==> src/rtl/cp0_exc_unit.sv <==
// cp0_exc_unit
//   Coprocessor-0 register and exception-control block for the single-cycle MIPS core.
//   Owns Status/Cause/EPC, synchronises the external interrupt, arbitrates exception
//   causes and selects the next-PC source on exception entry and eret.
//
// Ports
//   i_clk          clock, all state updates on the rising edge
//   i_clrn         asynchronous active-low reset
//   i_intr         external interrupt request, asynchronous to i_clk
//   i_pc           PC of the instruction in execution
//   i_pc_next      PC of the following instruction
//   i_mtc0         write CP0 register i_rd with i_wdata
//   i_rd           CP0 register number: 12 Status, 13 Cause, 14 EPC
//   i_wdata        mtc0 write data (register file Qb)
//   i_eret         return from exception
//   i_syscall      syscall exception this cycle
//   i_unimpl       unimplemented-instruction exception this cycle
//   i_ovr          arithmetic overflow exception this cycle
//   o_rdata        combinational read of register i_rd (mfc0 data)
//   o_status       Status register
//   o_cause        Cause register
//   o_epc          EPC register
//   o_exc_taken    exception accepted this cycle (kills register file / memory writes)
//   o_pc_sel       0 = PcNext, 1 = exception vector, 2 = EPC
//   o_exc_vector   constant handler entry address
//   o_int_ack      one-cycle pulse when an interrupt is taken
module cp0_exc_unit #(
   parameter logic [31:0] EXC_VECTOR = 32'h0000_0008
) (
   input  logic        i_clk,
   input  logic        i_clrn,
   input  logic        i_intr,
   input  logic [31:0] i_pc,
   input  logic [31:0] i_pc_next,
   input  logic        i_mtc0,
   input  logic [4:0]  i_rd,
   input  logic [31:0] i_wdata,
   input  logic        i_eret,
   input  logic        i_syscall,
   input  logic        i_unimpl,
   input  logic        i_ovr,
   output logic [31:0] o_rdata,
   output logic [31:0] o_status,
   output logic [31:0] o_cause,
   output logic [31:0] o_epc,
   output logic        o_exc_taken,
   output logic [1:0]  o_pc_sel,
   output logic [31:0] o_exc_vector,
   output logic        o_int_ack
);

   typedef enum logic {StRun, StHandler} state_e;

   localparam logic [4:0] CodeInt    = 5'd0;
   localparam logic [4:0] CodeSys    = 5'd8;
   localparam logic [4:0] CodeUnimpl = 5'd10;
   localparam logic [4:0] CodeOvr    = 5'd12;

   logic [4:0]  r_status;   // [4] EXL, [3:1] cause enables, [0] IE
   logic [4:0]  r_exc_code;
   logic [31:0] r_epc;
   logic        r_sync1;
   logic        r_sync2;
   logic        r_sync3;
   logic        r_int_edge;
   logic        r_int_pend;

   state_e      w_state;
   logic        w_exc;
   logic        w_int_win;
   logic [4:0]  w_code;

   // The control state is nothing more than the EXL bit.
   assign w_state = r_status[4] ? StHandler : StRun;

   // Fixed-priority arbitration of enabled causes; nothing is taken inside the handler.
   always_comb begin
      w_exc     = 1'b0;
      w_int_win = 1'b0;
      w_code    = CodeInt;
      if (w_state == StRun) begin
         if (i_ovr && r_status[3]) begin
            w_exc  = 1'b1;
            w_code = CodeOvr;
         end else if (i_unimpl && r_status[2]) begin
            w_exc  = 1'b1;
            w_code = CodeUnimpl;
         end else if (i_syscall && r_status[1]) begin
            w_exc  = 1'b1;
            w_code = CodeSys;
         end else if (r_int_pend && r_status[0]) begin
            w_exc     = 1'b1;
            w_int_win = 1'b1;
            w_code    = CodeInt;
         end
      end
   end

   always_comb begin
      o_pc_sel = 2'd0;
      if (w_exc) begin
         o_pc_sel = 2'd1;
      end else if (i_eret) begin
         o_pc_sel = 2'd2;
      end
   end

   always_comb begin
      unique case (i_rd)
         5'd12:   o_rdata = o_status;
         5'd13:   o_rdata = o_cause;
         5'd14:   o_rdata = o_epc;
         default: o_rdata = 32'h0;
      endcase
   end

   assign o_status     = {27'h0, r_status};
   assign o_cause      = {25'h0, r_exc_code, 2'b00};
   assign o_epc        = r_epc;
   assign o_exc_taken  = w_exc;
   assign o_int_ack    = w_int_win;
   assign o_exc_vector = EXC_VECTOR;

   // Interrupt synchroniser and edge detector; the registered edge sets IntPend one
   // edge later, and a new edge on the same cycle as the take keeps it set.
   always_ff @(posedge i_clk or negedge i_clrn) begin
      if (!i_clrn) begin
         r_sync1    <= 1'b0;
         r_sync2    <= 1'b0;
         r_sync3    <= 1'b0;
         r_int_edge <= 1'b0;
         r_int_pend <= 1'b0;
      end else begin
         r_sync1    <= i_intr;
         r_sync2    <= r_sync1;
         r_sync3    <= r_sync2;
         r_int_edge <= r_sync2 & ~r_sync3;
         r_int_pend <= r_int_edge | (r_int_pend & ~w_int_win);
      end
   end

   // Architectural registers. An accepted exception suppresses mtc0 and eret.
   always_ff @(posedge i_clk or negedge i_clrn) begin
      if (!i_clrn) begin
         r_status   <= 5'h0;
         r_exc_code <= 5'h0;
         r_epc      <= 32'h0;
      end else if (w_exc) begin
         r_exc_code  <= w_code;
         r_status[4] <= 1'b1;
         r_epc       <= w_int_win ? i_pc_next : i_pc;
      end else begin
         if (i_mtc0 && (i_rd == 5'd14)) begin
            r_epc <= i_wdata;
         end
         // eret after the mtc0 value so EXL always ends up cleared.
         if (i_mtc0 && (i_rd == 5'd12)) begin
            r_status <= {i_wdata[4] & ~i_eret, i_wdata[3:0]};
         end else if (i_eret) begin
            r_status[4] <= 1'b0;
         end
      end
   end

endmodule

==> config.mk <==
export PLATFORM = sky130hd
export DESIGN_NAME = cp0_exc_unit
export DESIGN_NICKNAME = d
export VERILOG_FILES = /design/src/rtl/cp0_exc_unit.sv
export SDC_FILE = /design/constraint.sdc
export NUM_CORES = 1
export LEC_CHECK = 0
export CAP_MARGIN = 0
export CORE_MARGIN = 1.5
export CORE_UTILIZATION = 35
export CTS_CLUSTER_SIZE = 10
export DETAILED_ROUTE_END_ITERATION = 8
export HOLD_SLACK_MARGIN = 0.06
export PLACE_DENSITY = 0.84
export SLEW_MARGIN = 20
export SYNTH_ARGS = -nofsm -noshare
export SYNTH_HDL_FRONTEND = slang
export SYNTH_SLANG_ARGS = --single-unit
==> constraint.sdc <==
create_clock -name i_clk -period 1.9 [get_ports i_clk]
set_input_delay 0.19 -clock i_clk [delete_from_list [all_inputs] [get_ports i_clk]]
set_output_delay 0.19 -clock i_clk [all_outputs]
set_load 0.03 [all_outputs]
# After elaboration in Yosys (flattened, before gate mapping)
# Cells that the tools add are included.
[word_totals]
input_bits = 109
register_bits = 47
output_inout_bits = 164
wordCells = 52
[op_classes]
bitwise_logic = 8
reduce_logical = 9
n_mux = 23
eq_ne = 3
[op_table]
columns = ["cell", "count"]
rows = [
  ["$mux 32", 3],
  ["$pmux 32 s3", 1],
  ["$mux 4", 4],
  ["$eq 5x4->1 const B", 3],
  ["$mux 1", 13],
  ["$logic_and 1x1->1", 6],
  ["$mux 2", 2],
  ["$not 1->1", 4],
  ["$and 1x1->1", 3],
  ["$reduce_bool 3->1", 1],
  ["$reduce_and 2->1", 1],
  ["$reduce_bool 2->1", 1],
  ["$or 1x1->1", 1],
]

# Depth between registers and ports, before layout
# Gate-level depths: netlist of the first run.
[depth]
depth_word = 9
depth_mapped = 6

# Worst setup path before layout of the first run
# OpenSTA, ideal clock, no wires.
[synth_path]
kind = "register to register"
start = "register r_status[1]"
end = "register r_int_pend"
synth_period_minus_slack_ns = 2.059
path_slack_ns = -0.159
path_stages_with_launch = 6
arrival_time_ns = 1.917
path_cell_list = "dfrtp_1 > a222oi_1 > buf_4 > buf_6 > nor3b_2 > o21bai_1"
[synth_between]
elab_chain_len = 8
[synth_rtl]
columns = ["item", "line", "text"]
rows = [
  ["start: declaration", "59", "logic [4:0] r_status;"],
  ["start signal: assignment", "158", "r_status <= {i_wdata[4] & ~i_eret, i_wdata[3:0]};"],
  ["$logic_and 1x1->1", "88", "end else if (i_syscall && r_status[1]) begin"],
  ["$mux 1", "88", ""],
  ["$mux 1", "85", "end else if (i_unimpl && r_status[2]) begin"],
  ["$mux 1", "82", "if (i_ovr && r_status[3]) begin"],
  ["$mux 1", "81", "if (w_state == StRun) begin"],
  ["named net o_int_ack", "49", "output logic o_int_ack"],
  ["$not 1->1", "138", "r_int_pend <= r_int_edge | (r_int_pend & ~w_int_win);"],
  ["$and 1x1->1", "138", ""],
  ["$or 1x1->1", "138", ""],
  ["end signal: assignment", "138", ""],
  ["end: declaration", "66", "logic r_int_pend;"],
]
# The timed path passes the listed nets, and every way through them passes these cells.
# A chain may end at the register's enable or synchronous reset.

# Worst setup path in the final report of the first run
[layout_path]
start = "register r_status[1]"
end = "output port o_pc_sel[1]"
[layout_between]
elab_chain_len = 6
[layout_rtl]
columns = ["item", "line", "text"]
rows = [
  ["$logic_and 1x1->1", "88", ""],
  ["$mux 1", "88", ""],
  ["$mux 1", "85", ""],
  ["$mux 1", "82", ""],
  ["$mux 1", "81", ""],
  ["$mux 2", "101", "if (w_exc) begin"],
  ["end: declaration", "47", "output logic [1:0] o_pc_sel,"],
]
# Every way passes these cells.

==> impl_metrics.ini, run 1 <==
[status]
status = complete, but fails checks
failed_checks = setup timing

[power]
finalPower_uw = 7861
p_seq_share_pct = 23.6
netSwitchingFraction_pct = 44.84
peakVddDrop_mv = 0.6401
power_switching_uw = 3525
p_clk_share_pct = 9.7
intPower_uw = 4336
leakagePower_uw = 0.002577
power_density_nw_per_um2 = 1378
pwr-share-comb_pct = 66.7

[worst_setup_path]
worstSetupEndpointType = primary output
rr_startpoint = r_status[1]
worstReg2RegEnd = r_status[0]
path_class = reg2out
r2r_cells = 7
startpoint_type = register
worstPathArrival_ns = 1.79
regToRegSetupSlack_ns = -0.04
critical_path.max_fanout = 4
cp.required_ns = 1.71

[global_route]
grt_overflow = 0
grt_util_met1_pct = 23.67
grt_pass1_wl_um = 17950
grt_start_max_net_pins = 41
grt_pass1_vias = 3498
busiest_layer = met2
use_met3_pct = 3.401
grt_usage_pct = 20.25
met2_usage_pct = 38.17
antenna_found_initial = 0

[floorplan]
coreArea_sq_um = 10280
rows = 37
floorplan.initialDensity_pct = 35.95
io-pin-count = 273
chipHeight_um = 105.7
die_area_sq_um = 11180
die_w_um = 105.7

[drt]
dr.pass1.iters = 5
avgRoutedWirePerCell_um = 16.07
drc = 0
vias = 3510
vias_per_cell = 4.795
drt_iter0_drc = 185
routed_wl_um = 11770
ant_nets = 0

[clock_network]
cts_tree = done
cts_buffers = 5
cts_sinks = 45
clockBufferDepth = 2
cts_max_level = 2
clk_pin_slew_worst_paths_ns = 0.10
clk_latency_ns = 0.30
cts_root_buffer = clkbuf_8

[placement]
gp_congestion = 0.8914
numPortBuffers = 184
dp_hpwl_um = 8854

[final_layout]
nNetsFinal = 704
num-fill-cells = 882
diodes = 0
final_layout_size_suffix_gt1_share_pct = 21.14
synthToLayoutAreaGrowth_pct = 54.45
final_util_pct = 55.53

[hold_path]
hold_depth = 1
hp-class = in2reg
min_to = r_sync1
hold_start = i_intr

[logic_synthesis]
ys_seq_area_share_pct = 30.48
synth-edff-count = 0
synthFlopType = dfrtp_1
synth.avg_cell_area_sq_um = 9.146
synth_cell_type_count = 34
synth-async-reset-ratio_pct = 100.0
netlist_area_sq_um = 3695
yosysWarnings = 0
ys_ff_latch = 45
syn_inst = 404

[sta]
tightest_slew_ns = 0.5824
setup_violations = 12
slew_viol_final = 0
hold_viol = 0
finalCritPeriodShare_pct = 104.2
rsz0062_at_grt = yes
relSlewSlack_pct = 61.17
period_needed_ns = 1.980
fmaxAchievable_mhz = 505.1
clock_skew_ns = 0.01831
setup_ws_ns = -0.07984

[flow_run]
drv_cap = 0
## flip-flops by register name, indices dropped and copies added (netlist names)
name / count
o_epc: 32
r_status: 5
r_exc_code: 3
r_int_edge: 1
r_int_pend: 1
r_sync1: 1
r_sync2: 1
r_sync3: 1
## power by group through the flow
stage	Combinational [uW]	Clock [uW]	Sequential (uW)
after CTS	5080	798	1850
after floorplan	2640	0	2550
final	5240	760	1860
after global routing	5570	840	1920
after detailed placement	4930	0	1870
after global placement	4820	0	1840
## how the worst max path moves through the flow
| stage | start | slack [ns] | end |
|---|---|---|---|
| after floorplan | r_status[1] | -0.02 | r_int_pend |
| final | r_status[1] | -0.08 | o_pc_sel[1] |
| after detailed placement | i_syscall | -0.34 | r_status[3] |
| after CTS | r_status[3] | -0.06 | o_epc[17] |
| after global routing | r_status[3] | -0.18 | o_pc_sel[1] |
| after global placement | i_syscall | -0.29 | o_pc_sel[0] |
## cell usage in the layout, fill, tap and decap left out, types with 2 or more instances in the layout
master,count
mux2_4,4
a2bb2oi_2,31
clkdlybuf4s50_1,145
buf_12,8
o21ai_0,35
nand3b_1,3
and2_1,2
buf_8,2
clkbuf_8,5
nor2b_1,2
buf_6,8
nand3_1,34
a21o_1,32
dfrtp_1,43
and3_1,26
o21ai_1,2
a22o_1,3
conb_1,88
mux2i_1,3
dfrtp_2,2
nand2b_1,31
nor2_1,6
a21oi_1,4
buf_4,52
nand2_1,5
## critical path, stage by stage (launching register included)
cell and delay, ns:
dfrtp_2 0.43, a222oi_1 0.31, buf_4 0.21, a21o_1 0.17, buf_6 0.12, and2_4 0.14
buf_6 0.12
## Yosys cell counts (2+ instances only)
| master | n | area (sq um) |
|---|---|---|
| o21ai_0 | 35 | 175.2 |
| nand2b_1 | 31 | 193.9 |
| and3_1 | 26 | 162.7 |
| mux2i_1 | 3 | 30.03 |
| mux2_1 | 2 | 22.52 |
| a22o_1 | 3 | 26.28 |
| buf_4 | 95 | 713.2 |
| nand3_1 | 34 | 170.2 |
| mux2_2 | 2 | 22.52 |
| clkbuf_1 | 21 | 78.83 |
| buf_6 | 4 | 45.04 |
| dfrtp_1 | 45 | 1126 |
| nand3b_1 | 3 | 22.52 |
| a21o_1 | 32 | 240.2 |
| a21oi_1 | 4 | 20.02 |
| o21ai_1 | 2 | 10.01 |
| a2bb2oi_2 | 31 | 465.5 |
| nor2b_1 | 2 | 12.51 |
| nand2_1 | 5 | 18.77 |
| buf_2 | 2 | 10.01 |
| conb_1 | 2 | 7.510 |
| and2_1 | 3 | 18.77 |
| nor2_1 | 6 | 22.52 |
## stage by stage
step / std cells / instance area (sq um) / hold WS [ns] / TNS, ns / setup slack [ns]
2_1_floorplan: 490 / 4033 / -0.1056 / -0.01825 / -0.01825
3_3_place_gp: 716 / 5403 / 0.1954 / -9.216 / -0.2869
3_5_place_dp: 716 / 5403 / 0.2097 / -12.02 / -0.3429
4_1_cts: 729 / 5607 / 0.3533 / -1.212 / -0.05971
5_1_grt: 732 / 5707 / 0.3331 / -4.186 / -0.1817
6_report: 732 / 5707 / 0.3456 / -0.2854 / -0.07984
## layout make-up
| cell class | count | area (sq um) | area share, % |
|---|---|---|---|
| Inverter | 2 | 7.507 | 0.1316 |
| Tap cell | 136 | 170.2 | 2.982 |
| Timing Repair Buffer | 220 | 2207 | 38.68 |
| Multi-Input combinational cell | 321 | 2076 | 36.37 |
| Sequential cell | 45 | 1129 | 19.78 |
| Clock buffer | 5 | 68.82 | 1.206 |
| Clock inverter | 3 | 48.80 | 0.8551 |
## routing by layer
metal / wire length, um / vias to the layer above
met5: 0 / -
met4: 151 / 0
met3: 718 / 8
met2: 6242 / 192
met1: 4653 / 1701
li1: - / 1609
## what timing repair did
item / 4_1_cts / 5_1_grt
setup buffers: 4 / 2
endpoints found under the setup margin: 41 / 46
hold endpoints to repair: 22 / 0
resized for setup: 15 / 22
gates cloned: 1 / 1
hold buffers: 1 / 0
pin swaps: 3 / 1
## logic make-up (layout without fill, tap and decap cells)
family,count (synthesis),in the layout,share of synthesized area (%)
buffers and inverters,124,230,23.13
AND/OR/NAND/NOR,116,116,18.15
flip-flops,45,45,30.48
AO/OA/AOI/OAI,110,110,26.01
other,2,88,0.2033
multiplexers,7,7,2.032
No activity file was read; power rests on OpenSTA's default activity.
==> run 2: changes to the inputs <==
CORE_AREA = 2 2 105 107   (was unset)
CORE_MARGIN = unset   (was 1.5)
CORE_UTILIZATION = unset   (was 35)
DIE_AREA = 0 0 107 109   (was unset)
DONT_BUFFER_PORTS = 1   (was unset)
PLACE_DENSITY = 0.51   (was 0.84)
==> impl_metrics.ini, run 2 (synthesis gave the netlist of run 1 again) <==
[status]
status = finished clean

[drt]
drc = 0
drt_iter0_drc = 146
ant_nets = 0
routed_wl_um = 10310
vias = 2773
vias_per_cell = 4.961
dr.pass1.iters = 4
avgRoutedWirePerCell_um = 18.44

[clock_network]
clk_pin_slew_worst_paths_ns = 0.10
cts_root_buffer = clkbuf_8
clk_latency_ns = 0.31
cts_buffers = 5
cts_sinks = 45
cts_tree = done
cts_max_level = 2
clockBufferDepth = 2

[final_layout]
largest_register_ffs = 32
synthToLayoutAreaGrowth_pct = 7.382
num-fill-cells = 1117
multi_input_comb_area_sq_um = 2064
nNetsFinal = 527
final_layout_size_suffix_gt1_share_pct = 20.29
fin_area_sq_um = 3968
final_util_pct = 37.42
diodes = 0
final_common_cell = conb_1
layout_common_cells = conb_1 (88), dfrtp_1 (42), nand3_1 (34), o21ai_0 (34), a21o_1 (32)
register_area_sq_um = 1130

[worst_setup_path]
cp_cell_sequence = a222oi_1 > buf_4 > buf_4 > nor3b_4 > buf_12
regToRegSetupSlack_ns = 0.08
startpoint_type = register
crit_top_cell = buf_4
endpoint = o_int_ack
slowest_delay_ns = 0.41
r2r_cells = 7
worstSetupEndpointType = primary output
worstSetupStartpoint = r_status[1]
cp.required_ns = 1.71
path_class = reg2out
slowest_stage = dfrtp_2
worstReg2RegEnd = o_epc[11]
worstPathArrival_ns = 1.71
critical_path.max_fanout = 4
rr_startpoint = r_status[1]

[power]
leakagePower_uw = 0.001804
power_density_nw_per_um2 = 1713
peakVddDrop_mv = 0.8139
finalPower_uw = 6797

[sta]
finalCritPeriodShare_pct = 99.90
period_needed_ns = 1.898
setup_violations = 0
fmaxAchievable_mhz = 526.9
rsz0062_at_grt = yes
hold_viol = 0
slew_viol_final = 0
clock_skew_ns = 0.01559

[global_route]
grt_usage_pct = 16.41
use_met3_pct = 4.244
grt_pass1_vias = 2616
antenna_found_initial = 0
met2_usage_pct = 30.07
grt_pass1_wl_um = 14630
grt_overflow = 0
grt_start_max_net_pins = 46
busiest_layer = met2
grt_util_met1_pct = 18.87

[placement]
dp_hpwl_um = 7677
numPortBuffers = 0
gp_congestion = 0.8064
dpl_cell_area_sq_um = 3610

[hold_path]
hold_depth = 2
hp-class = in2reg

[floorplan]
floorplan.initialDensity_pct = 34.85
chipHeight_um = 109
die_w_um = 107
coreArea_sq_um = 10600
io-pin-count = 273
rows = 38
die_area_sq_um = 11660

[flow_run]
drv_cap = 0
[run 2: cell types whose count changed in the layout (fill, tap and decap cells not counted), sizes merged]
cell,change
buf,-40
bufbuf,-1
dlymetal6s2s,-1
clkbuf,+2
clkdlybuf4s50,-145
clkinvlp,-1
inv,+1
dlygate4sd3,+8
[run 2: how the worst min path moves through the flow]
stage / start / to / slack [ns]
floorplan: i_clrn / o_epc[0] / -0.11
global placement: i_clrn / r_sync1 / -0.10
detailed placement: i_clrn / r_sync1 / -0.10
CTS: i_wdata[25] / o_epc[25] / 0.07
global route: i_wdata[4] / r_status[4] / 0.06
finish: i_wdata[25] / o_epc[25] / 0.08
[run 2: layer usage]
layer  routed length [um]  share of wire [%]  up-vias
met4                  129                1.3        0
met2                 5470                 53      142
met1                 4000                 39     1361
met5                    0                  0        -
li1                     -                  -     1263
met3                  709                6.9        7
[run 2: cell type report]
| cell class | instances | share of cell area, % |
|---|---|---|
| clock inverter | 3 | 1.198 |
| tap | 140 | 4.415 |
| multi-input combinational | 321 | 52.03 |
| sequential | 45 | 28.48 |
| timing repair buffer | 43 | 11.95 |
| clock buffer | 5 | 1.734 |
| inverter | 2 | 0.1892 |
[run 2: repair_timing]
item / CTS / global route
pin swaps: 1 / 0
endpoints found under the hold margin: 53 / 0
setup endpoints to repair: 4 / 34
setup buffers: 3 / 0
resized for setup: 2 / 7
gates cloned: 0 / 3
hold buffers: 10 / 0
[run 2: power by group]
part / leakage, uW / internal, uW / switching (uW) / total, uW
Combinational: 0.00121 / 1640 / 1760 / 3400
Clock: 0.0000591 / 402 / 383 / 785
Sequential: 0.000532 / 1380 / 1230 / 2610
Total: 0.00180 / 3420 / 3370 / 6800
[run 2: critical path, delay by kind of cell, from the launching register on]
kind	cells	cell delay, ns
DFF	1	0.41
and+or+nand+nor	1	0.21
AOI/OAI and AO/OA	1	0.31
buffers and inverters	3	0.46
[run 2: metrics by stage]
stage / cells / TNS [ns] / worst slack, ns / hold slack, ns
floorplan: 490 / -0.01825 / -0.01825 / -0.1056
global placement: 536 / 0 / 0.1074 / -0.1048
detailed placement: 536 / 0 / 0.07056 / -0.1050
CTS: 557 / 0 / 0.0006616 / 0.06786
global route: 559 / -0.3516 / -0.08985 / 0.06453
finish: 559 / 0 / 0.001957 / 0.07793
